--- config.mk ---
export PLATFORM = sky130hd
export DESIGN_NAME = prog_mem_flat
export DESIGN_NICKNAME = d
export VERILOG_FILES = /design/src/rtl/prog_mem_pkg.sv /design/src/rtl/prog_mem_if.sv /design/src/rtl/prog_mem_array.sv /design/src/rtl/prog_mem.sv /design/src/flat_wrapper.sv
export SDC_FILE = /design/constraint.sdc
export NUM_CORES = 1
export LEC_CHECK = 0
export BUFFER_PORTS_ARGS = -buffer_cell sky130_fd_sc_hd__buf_2
export CAP_MARGIN = 0
export CORE_MARGIN = 4
export CORE_UTILIZATION = 40
export CTS_CLUSTER_DIAMETER = 40
export CTS_CLUSTER_SIZE = 25
export DETAILED_ROUTE_END_ITERATION = 16
export HOLD_SLACK_MARGIN = 0.12
export REMOVE_ABC_BUFFERS = 1
export SYNTH_ARGS = -nofsm -noshare
export SYNTH_HDL_FRONTEND = slang
export SYNTH_SLANG_ARGS = --single-unit
--- constraint.sdc ---
create_clock -name clk -period 2.8 [get_ports clk]
set_clock_uncertainty 0.1 [all_clocks]
set_input_delay 0 -clock clk [delete_from_list [all_inputs] [get_ports clk]]
set_output_delay 0 -clock clk [all_outputs]
set_load 0.01 [all_outputs]
--- src/rtl/prog_mem_pkg.sv ---
// Shared types and constants for the program memory block.
package prog_mem_pkg;

   // Controller states: CLEAR wipes the array after reset, IDLE serves fetches,
   // LOAD accepts program words from the loader.
   typedef enum logic [1:0] {
      CLEAR = 2'd0,
      IDLE  = 2'd1,
      LOAD  = 2'd2
   } state_t;

   // NOP encoding is all zeros; sliced down to the instruction width at use.
   localparam logic [63:0] NOP = '0;

endpackage

--- src/rtl/prog_mem_if.sv ---
// Fetch and load bus of the program memory, plus a debug view of the FSM state.
//
// Handshake: the loader offers a word with ld_valid/ld_data/ld_last; the word
// is transferred on a rising edge where ld_valid & ld_ready are both 1.
// ld_ready is 1 only while loading. Fetches are request/response: the
// requester holds fetch_req (with pc) until it observes the instr_valid pulse.
interface prog_mem_if
   import prog_mem_pkg::*;
   #(
      parameter int IW  = 8,
      parameter int AW  = 5,
      parameter int PCW = 8
   );

   logic           fetch_req;
   logic [PCW-1:0] pc;
   logic [IW-1:0]  instr;
   logic           instr_valid;
   logic           addr_fault;
   logic           ld_start;
   logic           ld_valid;
   logic [IW-1:0]  ld_data;
   logic           ld_last;
   logic           ld_ready;
   logic [AW:0]    ld_count;
   logic           busy;
   state_t         state;

   modport master (
      output fetch_req, pc, ld_start, ld_valid, ld_data, ld_last,
      input  instr, instr_valid, addr_fault, ld_ready, ld_count, busy, state
   );

   modport slave (
      input  fetch_req, pc, ld_start, ld_valid, ld_data, ld_last,
      output instr, instr_valid, addr_fault, ld_ready, ld_count, busy, state
   );

endinterface

--- src/rtl/prog_mem_array.sv ---
// Storage array: one synchronous write port, one registered read port.
module prog_mem_array #(
   parameter int IW = 8,
   parameter int AW = 5
) (
   input  logic          clk,
   input  logic          we,
   input  logic [AW-1:0] waddr,
   input  logic [IW-1:0] wdata,
   input  logic [AW-1:0] raddr,
   output logic [IW-1:0] rdata
);

   logic [IW-1:0] mem [2**AW];

   // Write port: one word per cycle when enabled.
   always_ff @(posedge clk) begin
      if (we) begin
         mem[waddr] <= wdata;
      end
   end

   // Read port: registered, so data appears the cycle after the address.
   always_ff @(posedge clk) begin
      rdata <= mem[raddr];
   end

endmodule

--- src/rtl/prog_mem.sv ---
// Program memory controller: clears the array after reset, serves fetches
// with one-cycle latency and accepts program loads starting at address 0.
module prog_mem
   import prog_mem_pkg::*;
   #(
      parameter int IW  = 8,
      parameter int AW  = 5,
      parameter int PCW = 8
   ) (
      input  logic         clk,
      input  logic         rst,
      prog_mem_if.slave    bus
   );

   localparam int             DEPTH     = 2**AW;
   localparam logic [AW-1:0]  LAST_ADDR = AW'(DEPTH - 1);
   // One extra bit so the comparison still works when PCW == AW.
   localparam logic [PCW:0]   DEPTH_EXT = (PCW+1)'(DEPTH);

   state_t         state_q, state_d;
   logic [AW-1:0]  clr_ptr_q, clr_ptr_d;
   logic [AW-1:0]  ld_ptr_q, ld_ptr_d;
   logic [AW:0]    ld_count_q, ld_count_d;
   logic           valid_q, valid_d;
   logic           fault_q, fault_d;

   logic           we;
   logic [AW-1:0]  waddr;
   logic [IW-1:0]  wdata;
   logic [AW-1:0]  raddr;
   logic [IW-1:0]  rdata;

   prog_mem_array #(.IW(IW), .AW(AW)) u_array (
      .clk   (clk),
      .we    (we),
      .waddr (waddr),
      .wdata (wdata),
      .raddr (raddr),
      .rdata (rdata)
   );

   // Next-state, pointer and write-port control.
   always_comb begin
      state_d    = state_q;
      clr_ptr_d  = clr_ptr_q;
      ld_ptr_d   = ld_ptr_q;
      ld_count_d = ld_count_q;
      valid_d    = 1'b0;
      fault_d    = 1'b0;
      we         = 1'b0;
      waddr      = clr_ptr_q;
      wdata      = NOP[IW-1:0];
      raddr      = bus.pc[AW-1:0];
      case (state_q)
         CLEAR: begin
            // One NOP per cycle; ld_start and fetch_req are ignored here.
            we        = 1'b1;
            clr_ptr_d = clr_ptr_q + 1'b1;
            if (clr_ptr_q == LAST_ADDR) begin
               state_d = IDLE;
            end
         end
         IDLE: begin
            // A fetch coinciding with ld_start still reads the old contents.
            if (bus.fetch_req) begin
               valid_d = 1'b1;
               fault_d = ({1'b0, bus.pc} >= DEPTH_EXT);
            end
            if (bus.ld_start) begin
               state_d    = LOAD;
               ld_ptr_d   = '0;
               ld_count_d = '0;
            end
         end
         LOAD: begin
            if (bus.ld_start) begin
               // Restart wins over a same-cycle transfer; written words stay.
               ld_ptr_d   = '0;
               ld_count_d = '0;
            end else if (bus.ld_valid) begin
               we         = 1'b1;
               waddr      = ld_ptr_q;
               wdata      = bus.ld_data;
               ld_ptr_d   = ld_ptr_q + 1'b1;
               ld_count_d = ld_count_q + 1'b1;
               if (bus.ld_last || (ld_ptr_q == LAST_ADDR)) begin
                  state_d = IDLE;
               end
            end
         end
         default: begin
            state_d = CLEAR;
         end
      endcase
   end

   // State, pointers and fetch-response flags.
   always_ff @(posedge clk) begin
      if (rst) begin
         state_q    <= CLEAR;
         clr_ptr_q  <= '0;
         ld_ptr_q   <= '0;
         ld_count_q <= '0;
         valid_q    <= 1'b0;
         fault_q    <= 1'b0;
      end else begin
         state_q    <= state_d;
         clr_ptr_q  <= clr_ptr_d;
         ld_ptr_q   <= ld_ptr_d;
         ld_count_q <= ld_count_d;
         valid_q    <= valid_d;
         fault_q    <= fault_d;
      end
   end

   // Outputs are forced to their reset values while rst is high so an
   // in-flight fetch never produces a pulse.
   assign bus.instr_valid = valid_q & ~rst;
   assign bus.addr_fault  = fault_q & ~rst;
   assign bus.instr       = (valid_q & ~fault_q & ~rst) ? rdata : NOP[IW-1:0];
   assign bus.ld_ready    = (state_q == LOAD) & ~rst;
   assign bus.ld_count    = ld_count_q;
   assign bus.busy        = (state_q != IDLE) | rst;
   assign bus.state       = state_q;

endmodule

--- src/flat_wrapper.sv ---
// flat-port wrapper written by rule: the top's interface ports become plain ports
module prog_mem_flat import prog_mem_pkg::*;
#(
      parameter int IW  = 8,
      parameter int AW  = 5,
      parameter int PCW = 8
   )
  (clk, rst, bus_fetch_req, bus_pc, bus_ld_start, bus_ld_valid, bus_ld_data, bus_ld_last, bus_instr, bus_instr_valid, bus_addr_fault, bus_ld_ready, bus_ld_count, bus_busy, bus_state);
  prog_mem_if #(.IW(IW), .AW(AW), .PCW(PCW)) bus_i ();
  input  logic clk;
  input  logic rst;
  input wire logic [$bits(bus_i.fetch_req)-1:0] bus_fetch_req;
  input wire logic [$bits(bus_i.pc)-1:0] bus_pc;
  input wire logic [$bits(bus_i.ld_start)-1:0] bus_ld_start;
  input wire logic [$bits(bus_i.ld_valid)-1:0] bus_ld_valid;
  input wire logic [$bits(bus_i.ld_data)-1:0] bus_ld_data;
  input wire logic [$bits(bus_i.ld_last)-1:0] bus_ld_last;
  output wire logic [$bits(bus_i.instr)-1:0] bus_instr;
  output wire logic [$bits(bus_i.instr_valid)-1:0] bus_instr_valid;
  output wire logic [$bits(bus_i.addr_fault)-1:0] bus_addr_fault;
  output wire logic [$bits(bus_i.ld_ready)-1:0] bus_ld_ready;
  output wire logic [$bits(bus_i.ld_count)-1:0] bus_ld_count;
  output wire logic [$bits(bus_i.busy)-1:0] bus_busy;
  output wire logic [$bits(bus_i.state)-1:0] bus_state;
  assign bus_i.fetch_req = bus_fetch_req;
  assign bus_i.pc = bus_pc;
  assign bus_i.ld_start = bus_ld_start;
  assign bus_i.ld_valid = bus_ld_valid;
  assign bus_i.ld_data = bus_ld_data;
  assign bus_i.ld_last = bus_ld_last;
  assign bus_instr = bus_i.instr;
  assign bus_instr_valid = bus_i.instr_valid;
  assign bus_addr_fault = bus_i.addr_fault;
  assign bus_ld_ready = bus_i.ld_ready;
  assign bus_ld_count = bus_i.ld_count;
  assign bus_busy = bus_i.busy;
  assign bus_state = bus_i.state;
  prog_mem #(.IW(IW), .AW(AW), .PCW(PCW)) u_core (.clk(clk), .rst(rst), .bus(bus_i));
endmodule
# --- Word level (Yosys, flattened, before mapping) ---
# Memory sizes are Yosys's and may differ from the RTL's. A register that Yosys moved wholly into a read port is not among the register bits.
# Cells that the tools add are included.
classes:
  n_reduce_logical: 7
  n_lt_le_gt_ge: 1
  addsub: 3
  mux: 27
  n_eq_ne: 11
  n_bitwise: 10
ops:
  columns: ["operator", "n"]
  rows:
  - ["$mux 8", 4]
  - ["$mux 5", 6]
  - ["$mux 6", 3]
  - ["$pmux 6 s2", 1]
  - ["$add 5x1->5 const B", 2]
  - ["$eq 5x5->1 const B", 2]
  - ["$mux 2", 5]
  - ["$pmux 5 s2", 1]
  - ["$ge 8x6->1 const B", 1]
  - ["$add 6x1->6 const B", 1]
  - ["$ne 2x1->1 const B", 3]
  - ["$ne 2x2->1 const B", 3]
  - ["$pmux 2 s3", 1]
  - ["$and 1x1->1", 5]
  - ["$mux 1", 5]
  - ["$reduce_and 5->1", 1]
  - ["$not 1->1", 4]
  - ["$ne 3x3->1 const B", 1]
  - ["$reduce_and 3->1", 1]
  - ["$reduce_or 3->1", 1]
  - ["$eq 2x1->1 const B", 1]
  - ["$eq 2x2->1 const B", 1]
  - ["$logic_not 2->1", 1]
  - ["$pmux 1 s2", 1]
  - ["4 further kinds", 4]
totals:
  ram_bits: 256
  register_bits: 20
  out_inout_bits: 20
  inputBits: 22
  n_memories: 1
mem_list:
  columns: ["memory", "words", "width", "read_ports", "rd_ports_with_merged_regs", "wr", "line_no", "source"]
  rows:
  - ["u_core.u_array.mem", 32, 8, 1, 1, 1, "prog_mem_array.sv:14", "logic [IW-1:0] mem [2**AW];"]

# --- Logic depth before layout (Yosys ltp) ---
depth:
  word_depth: 6
  ltp_mapped: 7
  depth_no_buf: 7

# --- Cells and area by module ---
# A second synthesis with hierarchy kept.
hier_totals:
  cells_unflattened: 550
  area_unflattened_um2: 11158.2
modules_own_cells:
  columns: ["mod", "seq_area_each_um2", "area_each_um2", "n_inst", "cells_each"]
  rows:
  - ["prog_mem_array", 7847.5, 10053.4, 1, 417]
  - ["prog_mem", 400.4, 1104.8, 1, 133]

# --- Worst setup path after synthesis ---
# OpenSTA, ideal clock, no wires.
synth_path:
  kind: "reg-to-reg"
  from: "register u_core.state_q[0], in the netlist u_core.bus.state[0]"
  to: "memory u_core.u_array.mem[25][0], enable pin"
  arrival_time_ns: 2.116
  setup_ns: 0.370
  required_time_ns: 2.330
  synth_period_minus_slack_ns: 2.586
  path_stages_with_launch: 8
  path_slack_ns: 0.214
  cell_sequence: "dfxtp_1 -> clkbuf_1 -> nor4bb_1 -> clkbuf_1 -> clkbuf_1 -> mux2i_1 -> nand2_1 -> nor2_1"
synth_via:
  elab_chain_len: 4
synth_lines:
  columns: ["item", "line_no", "source"]
  rows:
  - ["from (decl)", "prog_mem.sv:20", "state_t state_q, state_d;"]
  - ["from (signal assigned)", "prog_mem.sv:107", "state_q <= state_d;"]
  - ["$eq 2x2->1 / $logic_not 2->1 (equally long branches)", "prog_mem.sv:54", "case (state_q)"]
  - ["$pmux 1 s2", "prog_mem.sv:54", null]
  - ["$mux 1", "prog_mem_array.sv:18", "if (we) begin"]
  - ["$mux 1 (implied by the code)", "prog_mem_array.sv:19", "mem[waddr] <= wdata;"]
  - ["to (decl)", "prog_mem_array.sv:14", null]
# Parallel ways exist; a longest one is shown, timed or not.

==> results.toml <==
[status]
outcome = "completed"

[floorplan]
floorplan.io_pins = 42
die-area_um2 = 30800
floorplan.die.width_um = 175
initial_core_util_pct = 40.5
floorplan.die.height_um = 175
cell_rows = 61
core_area_um2 = 27700

[drt]
routedLengthMet1_um = 10900
drt_iter0_markers = 462
routed-via-count = 5708
route.detailed.vias_per_inst = 5.27
routed-wl-met3_um = 1440
amount_of_wire_on_met2_after_detailed_routing_um = 11400
avgRoutedWirePerCell_um = 22.4
drt.antenna.violating_nets = 0
maxUsedRoutingLayer = "met4"
routed_wl_um = 24300
remaining_drc_errors = 0
drt_pass1_iterations = 5

[sta]
finalMaxSlewViolations = 0
final_hold_viol_count = 0
max-slew-margin-rel_pct = 47.3
layout_worst_path_cycle_share_pct = 87.8
postLayoutSetupSlackWorst_ns = 0.341
worst-slew-pin-transition_ns = 0.787
finalCriticalPeriod_ns = 2.46
grt_setup_unrepaired = "false"
report.final.setup_viol = 0
upper_clock_frequency_limit_mhz = 407

[setup_path]
timing.critical_path.arrival_ns = 2.74
cp_max_fo = 1
timing.critical_path.to_type = "flop"
critical_path.startpoint_type = "flop"
crit_type = "reg2reg"
critPathRequiredTime_ns = 3.08

[grt]
number_of_antenna_violations_at_the_first_check_in_global_routing = 0
grt_max_degree = 65
grt_pass1_vias = 6022
global_route_wire_length_before_repair_um = 37800
grt.total_usage_pct = 16.2
grt_overflow_total = 0

[layout]
area_growth_pct = 19.8
diodes = 0
layout.area.seq_um2 = 8250
multi_input_comb_area_um2 = 2840
layout-drive-gt1-share_pct = 33.0
number_of_filler_cells_placed_in_the_layout = 2243
final_util_pct = 48.5
number_of_nets_in_the_finished_design = 709

[synth]
syn-cell-area_um2 = 11200
yosysWarnings = 0
syn_area_per_cell_um2 = 19.8
postSynthCellCount = 567
netlist_top_cells_area = "edfxtp_1 (69%), mux4_2 (16%), dfxtp_1 (5.0%)"
yosysSeqAreaShare_pct = 73.5
yosys.area.top_type = "edfxtp_1"
ffs_latches_synth = 284
yosys.area.top_type_share_pct = 68.5
synth_cell_type_count = 37

[place]
pre_cts_slack_ns = 0.434
detailedPlacementHpwl_um = 15400
place_congestion = 0.782
portBuffers = 41

[flow_run]
maxCapViolations = 0

[power]
cellPowerDensity_nw_per_um2 = 683
max-vdd-ir-drop_mv = 0.376
post-layout-total-power_mw = 9.19
leakagePower_nw = 4.87

[clock_network]
cts.sinks = 284
worst_skew_pair.late_latency_ns = 0.50
h_tree_levels = 2
register_clock_pin_slew_on_the_reported_worst_setup_and_hold_paths_ns = 0.07
cts_tree = "built"
cts_inserted_buffers = 34
cts_repair_resize_count = 0
ctsRootBufferMaster = "clkbuf_16"
max-clock-path-buffers = 3

[min_path]
timing.hold.worst.class = "in2reg"
## cells in the mapped netlist, drive strengths merged
master   count
nand3b       1
xor2         4
xnor2        1
inv          2
or3          3
o21a         1
nor2        51
nand4b       1
nand3        2
or4          3
nor3         1
nor4bb       1
mux2        11
o31a         1
nand2       20
a21oi       15
nor4b        3
nor2b        4
edfxtp     256
clkbuf      12
dfxtp       28
ha           5
and2        16
buf         15
nand4        1
mux4        80
mux2i        5
a21o         1
or2          2
o21ai        7
and3         2
o31ai        2
nand4bb      1
nand2b       9
## timing repair
item / 4_1_cts / 5_1_grt
hold buffers: 20 / 0
hold endpoints to repair: 284 / 0
setup buffers: 0 / 0
setup endpoints to repair: 0 / 0
## worst max-delay path, cell delays in order (launching register included)
cell	delay, ns
edfxtp_1	0.36
mux4_2	0.54
mux4_2	0.51
mux2_2	0.27
dlygate4sd3_1	0.55
## layout make-up
type / instances / share of cell area, %
timing repair buffer: 106 / 5.73
tap: 378 / 3.52
clock buffer: 41 / 7.00
clock inverter: 19 / 1.23
inverter: 2 / 0.0559
multi-input combinational: 254 / 21.1
sequential: 284 / 61.4
## metrics by stage
step	hold slack, ns	TNS [ns]	std cells	instance area, um2
2_1_floorplan	-0.0536	-188.13	540	11100
4_1_cts	0.143	0	1084	13400
6_report	0.159	0	1084	13400
3_3_place_gp	0.112	0	1004	12100
3_5_place_dp	0.121	0	1004	12100
5_1_grt	0.169	0	1084	13400
## cell families after synthesis
group           after synthesis  synth area share [%]
compound gates               27                  1.33
xor+xnor                      5                 0.390
fa+ha+maj                     5                 0.558
buf+inv                      29                  1.25
flops                       284                  73.5
mux                          96                  17.6
simple gates                121                  5.34
## final timing paths
path,from,endpoint,slack (ns),depth (start not counted)
max,u_core.u_array.mem[23][6],u_core.u_array.rdata[6],0.34,4
min,bus_pc[7],u_core.fault_q,0.16,3
max reg2reg,u_core.u_array.mem[23][6],u_core.u_array.rdata[6],0.34,4
min reg2reg,u_core.bus.ld_count[5],u_core.bus.ld_count[5],0.40,2
## routing by layer
layer  GRT usage (%)  up-vias
li1                -     2529
met1            24.2     2923
met2            25.1      211
met3            2.93       45
met4            4.29        0
met5               0        -
## sequential cells by signal (all words and copies together), names as in the netlist
name                  cells
u_core.u_array.rdata      8
u_core.fault_q            1
u_core.u_array.mem      256
u_core.bus.ld_count       6
u_core.valid_q            1
u_core.ld_ptr_q           5
u_core.bus.state          2
u_core.clr_ptr_q          5
## layout by cell type (no fill, tap or decap), drive strengths merged, types with 3 or more instances in the layout
master       count
xor2             4
dlygate4sd3     20
clkinv          12
inv              8
a21oi           15
mux2i            5
mux4            80
mux2            11
o21ai            7
or4              3
edfxtp         256
nor2b            4
ha               5
and2            16
clkbuf          41
dfxtp           28
nor2            51
or3              3
buf             86
nand2b           9
nand2           20
nor4b            3
## report_power, final
part | switching [mW] | internal (mW) | leakage (nW)
combinational | 0.171 | 0.161 | 1.42
clock | 1.76 | 2.46 | 0.542
sequential | 0.0187 | 4.61 | 2.91
(Power assumes the default switching activity.)
